**config.mk**
```make
export PLATFORM = sky130hd
export DESIGN_NAME = my_uart_top
export DESIGN_NICKNAME = d
export VERILOG_FILES = /design/src/rtl/my_uart_top.sv
export SDC_FILE = /design/constraint.sdc
export NUM_CORES = 1
export LEC_CHECK = 0
export ABC_AREA = 1
export CAP_MARGIN = 40
export CORE_ASPECT_RATIO = 0.8
export CORE_MARGIN = 4
export CORE_UTILIZATION = 65
export CTS_BUF_LIST = sky130_fd_sc_hd__clkbuf_8
export DETAILED_ROUTE_END_ITERATION = 7
export GPL_ROUTABILITY_DRIVEN = 0
export PLACE_DENSITY = 0.86
export REMOVE_ABC_BUFFERS = 1
export SLEW_MARGIN = 10
export SYNTH_ARGS = -nofsm -noshare
export SYNTH_HDL_FRONTEND = slang
export SYNTH_SLANG_ARGS = --single-unit
```
**constraint.sdc**
```tcl
create_clock -name clk -period 1.7 [get_ports clk]
set_input_delay 0.34 -clock clk [delete_from_list [all_inputs] [get_ports clk]]
set_output_delay 0.34 -clock clk [all_outputs]
set_load 0.01 [all_outputs]
```
**src/rtl/my_uart_top.sv**
```systemverilog
// 8N1 UART echo: 2-FF synchronised receiver, one-byte holding register, transmitter.
// Optional UART_STOP_CHECK_EN: drop bytes whose stop bit samples low and wait for line high.
module my_uart_top #(
  parameter int CLK_FREQ = 50_000_000,
  parameter int BAUD     = 9600
) (
  input  logic clk,
  input  logic rst_n,
  input  logic rs232_rx,
  output logic rs232_tx
);

  localparam int BPS_CNT = CLK_FREQ / BAUD;
  localparam int HALF    = BPS_CNT / 2;
  localparam int CW      = $clog2(BPS_CNT);
  localparam logic [CW-1:0] BIT_END  = CW'(BPS_CNT - 1);
  localparam logic [CW-1:0] HALF_END = CW'(HALF - 1);

  typedef enum logic [2:0] {RX_IDLE, RX_START, RX_DATA, RX_STOP, RX_BRK} rx_state_t;
  typedef enum logic [1:0] {TX_IDLE, TX_START, TX_DATA, TX_STOP} tx_state_t;

  logic            rx_meta_q, rx_s_q, rx_prev_q;
  rx_state_t       rx_state_q, rx_state_d;
  logic [CW-1:0]   rx_cnt_q, rx_cnt_d;
  logic [2:0]      rx_bit_q, rx_bit_d;
  logic [7:0]      rx_shift_q, rx_shift_d;
  logic            rx_done;
  logic [7:0]      rx_byte;
  logic [7:0]      hold_q, hold_d;
  logic            hold_valid_q, hold_valid_d;
  tx_state_t       tx_state_q, tx_state_d;
  logic [CW-1:0]   tx_cnt_q, tx_cnt_d;
  logic [2:0]      tx_bit_q, tx_bit_d;
  logic [7:0]      tx_shift_q, tx_shift_d;
  logic            tx_q, tx_d;

  assign rx_byte  = rx_shift_q;
  assign rs232_tx = tx_q;

  always_comb begin
    rx_state_d = rx_state_q;
    rx_cnt_d   = rx_cnt_q + 1'b1;
    rx_bit_d   = rx_bit_q;
    rx_shift_d = rx_shift_q;
    rx_done    = 1'b0;
    case (rx_state_q)
      RX_IDLE: begin
        rx_cnt_d = '0;
        if (rx_prev_q && !rx_s_q) rx_state_d = RX_START;
      end
      RX_START: begin
        if (rx_cnt_q == HALF_END) begin
          rx_cnt_d   = '0;
          rx_bit_d   = '0;
          rx_state_d = rx_s_q ? RX_IDLE : RX_DATA;
        end
      end
      RX_DATA: begin
        if (rx_cnt_q == BIT_END) begin
          rx_cnt_d   = '0;
          rx_shift_d = {rx_s_q, rx_shift_q[7:1]};
          rx_bit_d   = rx_bit_q + 3'd1;
          if (rx_bit_q == 3'd7) rx_state_d = RX_STOP;
        end
      end
      RX_STOP: begin
        if (rx_cnt_q == BIT_END) begin
          rx_cnt_d = '0;
`ifdef UART_STOP_CHECK_EN
          if (rx_s_q) begin
            rx_done    = 1'b1;
            rx_state_d = RX_IDLE;
          end else begin
            rx_state_d = RX_BRK;
          end
`else
          rx_done    = 1'b1;
          rx_state_d = RX_IDLE;
`endif
        end
      end
      RX_BRK: begin
        // Framing error: a held-low line must not be mistaken for a new start bit.
        rx_cnt_d = '0;
        if (rx_s_q) rx_state_d = RX_IDLE;
      end
      default: begin
        rx_cnt_d   = '0;
        rx_state_d = RX_IDLE;
      end
    endcase
  end

  always_comb begin
    hold_d       = hold_q;
    hold_valid_d = hold_valid_q;
    tx_state_d   = tx_state_q;
    tx_cnt_d     = tx_cnt_q + 1'b1;
    tx_bit_d     = tx_bit_q;
    tx_shift_d   = tx_shift_q;
    tx_d         = tx_q;
    case (tx_state_q)
      TX_IDLE: begin
        tx_cnt_d = '0;
        if (hold_valid_q) begin
          tx_shift_d   = hold_q;
          hold_valid_d = 1'b0;
          tx_d         = 1'b0;
          tx_state_d   = TX_START;
        end
      end
      TX_START: begin
        if (tx_cnt_q == BIT_END) begin
          tx_cnt_d   = '0;
          tx_bit_d   = '0;
          tx_d       = tx_shift_q[0];
          tx_state_d = TX_DATA;
        end
      end
      TX_DATA: begin
        if (tx_cnt_q == BIT_END) begin
          tx_cnt_d = '0;
          if (tx_bit_q == 3'd7) begin
            tx_d       = 1'b1;
            tx_state_d = TX_STOP;
          end else begin
            tx_d       = tx_shift_q[1];
            tx_shift_d = tx_shift_q >> 1;
            tx_bit_d   = tx_bit_q + 3'd1;
          end
        end
      end
      TX_STOP: begin
        if (tx_cnt_q == BIT_END) begin
          tx_cnt_d   = '0;
          tx_state_d = TX_IDLE;
        end
      end
      default: begin
        tx_cnt_d   = '0;
        tx_d       = 1'b1;
        tx_state_d = TX_IDLE;
      end
    endcase
    // A fresh byte wins over the transmitter's clear; an unsent older byte is overwritten.
    if (rx_done) begin
      hold_d       = rx_byte;
      hold_valid_d = 1'b1;
    end
  end

  always_ff @(posedge clk or negedge rst_n) begin
    if (!rst_n) begin
      rx_meta_q    <= 1'b1;
      rx_s_q       <= 1'b1;
      rx_prev_q    <= 1'b1;
      rx_state_q   <= RX_IDLE;
      rx_cnt_q     <= '0;
      rx_bit_q     <= '0;
      rx_shift_q   <= '0;
      hold_q       <= '0;
      hold_valid_q <= 1'b0;
      tx_state_q   <= TX_IDLE;
      tx_cnt_q     <= '0;
      tx_bit_q     <= '0;
      tx_shift_q   <= '0;
      tx_q         <= 1'b1;
    end else begin
      rx_meta_q    <= rs232_rx;
      rx_s_q       <= rx_meta_q;
      rx_prev_q    <= rx_s_q;
      rx_state_q   <= rx_state_d;
      rx_cnt_q     <= rx_cnt_d;
      rx_bit_q     <= rx_bit_d;
      rx_shift_q   <= rx_shift_d;
      hold_q       <= hold_d;
      hold_valid_q <= hold_valid_d;
      tx_state_q   <= tx_state_d;
      tx_cnt_q     <= tx_cnt_d;
      tx_bit_q     <= tx_bit_d;
      tx_shift_q   <= tx_shift_d;
      tx_q         <= tx_d;
    end
  end

endmodule

```
==> results_dict.tcl <==
set metrics [dict create \
    status "finished, final reports clean" \
    drive_gt1_frac 0.189 \
    hold_class "input port to async pin" \
    avgRoutedWirePerCell_um 13.8 \
    synth_area_mm2 0.00331 \
    grt_pass1_wl_um 11300 \
    fp.dieArea_mm2 0.00631 \
    crit_path_start_kind "flop" \
    cts_tree "yes" \
    reg2reg_to "tx_shift_q[3]" \
    ys_seq_area_frac 0.493 \
    start_util 0.695 \
    critPathLaunch "tx_bit_q[0]" \
    rrSetupSlack_ns 0.05 \
    grt_usage 0.231 \
    holdWs_ns 0.0134 \
    swShare 0.283 \
    fin_util 0.776 \
    htreeDepth 3 \
    power.switching_w 0.000919 \
    slowest_stage "dfrtp_1" \
    cpPeakStageDelay_ns 0.40 \
    vdd_ir_drop_max_mv 0.762 \
    slew_viol_final 0 \
    worstPathArrival_ns 1.87 \
    r2r-start "tx_bit_q[0]" \
    ys_warn_count 0 \
    drtIter0Drc 249 \
    cts_buffers 9 \
    setup_slack_ns 0.0514 \
    path_clk_slew_ns 0.07 \
    p_comb_frac 0.141 \
    power_frac_seq 0.516 \
    clk_latency_ns 0.34 \
    skew_ns 0.0108 \
    post_dp_cell_area_mm2 0.00342 \
    clock_power_share 0.344 \
    ant_nets 0 \
    portBuffers 3 \
    layout_common_cells "131 x nand2_1, 61 x dfrtp_1, 46 x inv_1, 29 x nor2_1, 18 x nand3_1" \
    critPathMaxFanout 5 \
    p_int_w 0.00233 \
    rows 22 \
    fin_crit_sh 0.970 \
    dr.pass1.iters 4 \
    max_slew.worst_pin.slew_ns 0.345 \
    setup_viol 0 \
    drv_cap 0 \
    r2r_cells 9 \
    clockBufferDepth 2 \
    final_common_cell "nand2_1" \
    core-area_mm2 0.00476 \
    drc 0 \
    fin_crit_ns 1.65 \
    insertedDiodeCount 0 \
    dp_slack_ns 0.00279 \
    fmax_ghz 0.607 \
    die_w_um 87.8 \
    cp.required_ns 1.92 \
    vias 2594 \
    crit_chain "ha_1 -> ha_1 -> nor2_4 -> inv_2 -> o21ai_1 -> nand3_4 -> buf_4 -> nand2_1 -> nand2_1" \
    slew_headroom 0.770 \
    synth_cell_types 37 \
    grt_pass1_vias 2476 \
    hpwl_um 4560 \
    leakage_nw 1.79 \
    routed_via_density 5.36 \
    power_density_mw_per_mm2 878 \
    crit_type "flop to flop" \
    drt_wl_total_um 6680 \
    cts.sinks 65 \
    area_growth_pct 11.6 \
    fin_area_mm2 0.00370 \
    nFillCells 309 \
    antenna_found_initial 0 \
    root_buffer "clkbuf_8" \
    syn_area_per_cell_um2 8.30 \
    grt_max_degree 66 \
    grt-ovfl-total 0 \
    ys_ff_latch 65 \
    io_pins 4 \
    finalNetCount 434 \
    syn_inst 399 \
    hold_viol 0 \
    die_y_um 71.8 \
    end_kind "flop" \
]
==> how the worst max path moves through the flow <==
stage,end,slack (ns)
after floorplan,tx_shift_q[0],0.02
after global placement,tx_shift_q[0],0.08
after detailed placement,tx_shift_q[0],0.003
after CTS,tx_shift_q[3],0.02
after global routing,tx_shift_q[3],-0.06
final,tx_shift_q[3],0.05
==> through the flow <==
| step | TNS, ns | power, W | std cells |
|---|---|---|---|
| finish | 0 | 0.00325 | 484 |
| global route | -0.396 | 0.00343 | 484 |
| CTS | 0 | 0.00321 | 480 |
| detailed placement | 0 | 0.00210 | 463 |
| global placement | 0 | 0.00208 | 463 |
| floorplan | 0 | 0.00198 | 395 |
==> power by group through the flow <==
| stage | Clock [W] | Combinational, W | Sequential [W] |
|---|---|---|---|
| after floorplan | 0 | 0.000303 | 0.00167 |
| after detailed placement | 0 | 0.000406 | 0.00170 |
| after global routing | 0.00121 | 0.000536 | 0.00168 |
| after global placement | 0 | 0.000392 | 0.00168 |
| after CTS | 0.00113 | 0.000414 | 0.00167 |
| final | 0.00112 | 0.000456 | 0.00167 |
==> cells by family (layout without fill, tap and decap cells) <==
group                    count (synthesis)  in the layout  synth area share
AO/OA/AOI/OAI                           40             40            0.0809
flip-flops                              65             65             0.493
XOR/XNOR                                 9              9            0.0238
AND/OR/NAND/NOR                        214            214             0.288
buffers and inverters                   61             86            0.0774
adder cells (fa/ha/maj)                 10             10            0.0378
==> routing by layer <==
metal | part of all wire | global-route usage
met4 | 0.014 | 0.0681
met1 | 0.47 | 0.322
met3 | 0.046 | 0.0690
met2 | 0.47 | 0.350
met5 | 0 | 0
==> final cells by class <==
class	count	area [µm²]	area share
clock buffers	11	151	0.0410
repair buffers	15	126	0.0342
well taps	60	75.1	0.0203
inverters	57	220	0.0596
flip-flops and latches	65	1630	0.441
clock inverters	3	11.3	0.00305
multi-input cells	273	1480	0.400
==> timing repair <==
item,4_1_cts,5_1_grt
buffers inserted,3,4
hold endpoints to repair,0,0
hold buffers,0,0
endpoints found under the setup margin,4,31
resized for setup,1,15
pin swaps,1,4
==> synthesized netlist by cell type (all sizes together) <==
library cell | number | area, µm²
a31oi | 1 | 6.26
xnor2 | 1 | 8.76
o31ai | 1 | 7.51
inv | 54 | 205
nand3 | 21 | 123
clkinv | 3 | 12.5
nand4 | 3 | 18.8
o21bai | 1 | 7.51
o21ai | 27 | 191
nor2 | 36 | 145
a21oi | 8 | 40.0
a211oi | 1 | 7.51
nor3 | 13 | 101
nor3b | 1 | 7.51
ha | 10 | 125
o211ai | 1 | 7.51
buf | 4 | 38.8
dfrtp | 61 | 1530
nand2 | 136 | 531
or2 | 1 | 6.26
dfstp | 4 | 105
and3 | 2 | 12.5
xor2 | 8 | 70.1
nand3b | 1 | 7.51
==> sequential cells by signal, indices dropped and copies added (netlist names) <==
register	cells
rx_prev_q	1
hold_valid_q	1
tx_bit_q	3
tx_state_q	2
rs232_tx	1
hold_q	8
rx_meta_q	1
rx_byte	8
tx_cnt_q	13
rx_state_q	2
tx_shift_q	8
rx_bit_q	3
rx_cnt_q	13
rx_s_q	1
==> worst max-delay path, delay by kind of cell (launching register included) <==
family	cells	cell delay [ns]
compound gates	1	0.15
flops	1	0.40
buf+inv	2	0.22
fa+ha+maj	2	0.43
simple gates	4	0.34
(Power assumes the default switching activity.)
==> patch (same settings) <==
Re-encode `tx_state_t` (4 states) as one-hot, 4 bits wide.
--- a/src/rtl/my_uart_top.sv
+++ b/src/rtl/my_uart_top.sv
@@ -17,7 +17,7 @@
   localparam logic [CW-1:0] HALF_END = CW'(HALF - 1);
 
   typedef enum logic [2:0] {RX_IDLE, RX_START, RX_DATA, RX_STOP, RX_BRK} rx_state_t;
-  typedef enum logic [1:0] {TX_IDLE, TX_START, TX_DATA, TX_STOP} tx_state_t;
+  typedef enum logic [3:0] {TX_IDLE = 4'b0001, TX_START = 4'b0010, TX_DATA = 4'b0100, TX_STOP = 4'b1000} tx_state_t;
 
   logic            rx_meta_q, rx_s_q, rx_prev_q;
   rx_state_t       rx_state_q, rx_state_d;
Function: same outputs for any inputs over 10 cycles, from zero or initial values and one cycle with rst_n low; not proved beyond that.
==> patch against the original RTL <==
Sequential cell count rose by 2. Total power rose by 17%. Non-clock buffer count shrank 6. Count of clock-buffer cells in the layout increased by 1. Synthesized area is 0.76% lower. Design area grew 1.5%. Cell count decreased by 5.8%. Combinational power is 7.5% lower. Wire length rose by 4.8%. Worst setup slack worse by 0.025 ns. Largest power group unchanged.
==> patch: results (changes against the original RTL) <==
R2R setup slack 0.03 ns (-0.02 ns); xor and xnor area share after synthesis 2.66% (+0.28 points); met3 demand-to-capacity share in global routing 8.62% (+1.7 points); number of sequential storage elements 67 (+3.1%); number of fill cells 275 (-11%); Met1 Routed Length 3.11 mm (-1.6%); proportion of cell area occupied by multi-input gates 39.0% (-1.1 points); buffer count excluding the clock tree in the final layout 9 (-6); Commonest cells post-synth 86 x sky130_fd_sc_hd__nand2_1, 62 x sky130_fd_sc_hd__dfrtp_1, 40 x sky130_fd_sc_hd__inv_1; maximum number of pins on one net before global-route repair 68 (+3.0%); GRT met1 Usage 32.4% (+0.19 points); outcome complete, no violations; share of final layout cell area taken by clock buffers and inverters 6.94% (+2.5 points); vias 2609 (+0.58%); detailed-placement wirelength estimate 4.16 mm (-8.8%); Largest stage delay, worst path 0.37 ns (-0.03 ns); area share of fa/ha/maj cells after synthesis 2.28% (-1.5 points); fraction of layout cells with a size suffix above 1 21.2% (+2.3 points); WL met2 3.32 mm (+6.4%); proportion of synthesized area in mux cells 2.13% (+2.1 points); number of violations reported at the end of detailed-routing iteration 0 268 (+7.6%); first-pass GRT wire length 11.3 mm (+0.24%); maximum fanout along the worst path 8 (+3); buffering overhead 2.17% (-1.3 points); fraction of met2 tracks used by global routing 35.7% (+0.67 points); cell types with the largest area share after synthesis sky130_fd_sc_hd__dfrtp_1 47%, sky130_fd_sc_hd__nand2_1 9.8%, sky130_fd_sc_hd__inv_1 4.6%; net total in the final layout 400 (-7.8%); cell type group with the largest total delay on the critical path simple AND/OR/NAND/NOR gates; number of non-clock inverters 48 (-16%); Static Leakage 1.74 nW (-3.1%); number of global-route vias before repair 2466 (-0.40%); Arrival @ worst endpoint 1.90 ns (+0.03 ns)
==> patch: kinds of logic after synthesis <==
family | Yosys count
AOI/OAI and AO/OA | 52
xor gates and xnor gates | 10
adders and majority gates | 6
buffers and inverters | 52
DFF | 67
muxes | 7
and+or+nand+nor | 180
==> patch: timing repair <==
| item | in CTS | in global routing |
|---|---|---|
| pin swaps | 0 | 6 |
| setup endpoints to repair | 4 | 31 |
| gates cloned | 1 | 1 |
| buffers inserted | 0 | 1 |
| resized for setup | 2 | 17 |
==> patch: where the power goes <==
group | switching, mW | leakage, nW | internal, mW | total (mW)
clock | 0.586 | 0.133 | 1.09 | 1.68
sequential | 0.0488 | 0.914 | 1.65 | 1.69
combinational | 0.302 | 0.691 | 0.120 | 0.422
total | 0.936 | 1.74 | 2.86 | 3.79
==> patch: through the flow <==
| stage | instances | TNS (ns) | util [%] | area (um^2) | hold WS (ns) |
|---|---|---|---|---|---|
| global placement | 437 | 0 | 71.8 | 3400 | 0.346 |
| finish | 456 | 0 | 79.2 | 3750 | 0.00946 |
| floorplan | 369 | 0 | - | 3250 | 0.0444 |
| global route | 456 | -0.624 | 79.2 | 3750 | 0.0273 |
| detailed placement | 437 | -0.00503 | 71.8 | 3400 | 0.351 |
| CTS | 454 | 0 | 77.6 | 3670 | 0.0143 |
==> patch: path summary, 6_finish.rpt <==
check | to
worst max-delay path | tx_shift_q[4]$_DFFE_PN0P_
worst min-delay path | tx_state_q[2]$_DFFE_PN0P_
worst max register to register | tx_shift_q[4]$_DFFE_PN0P_
worst min register to register | rx_s_q$_DFF_PN1_
max in group asynchronous | rx_s_q$_DFF_PN1_
min in group clk | rx_s_q$_DFF_PN1_
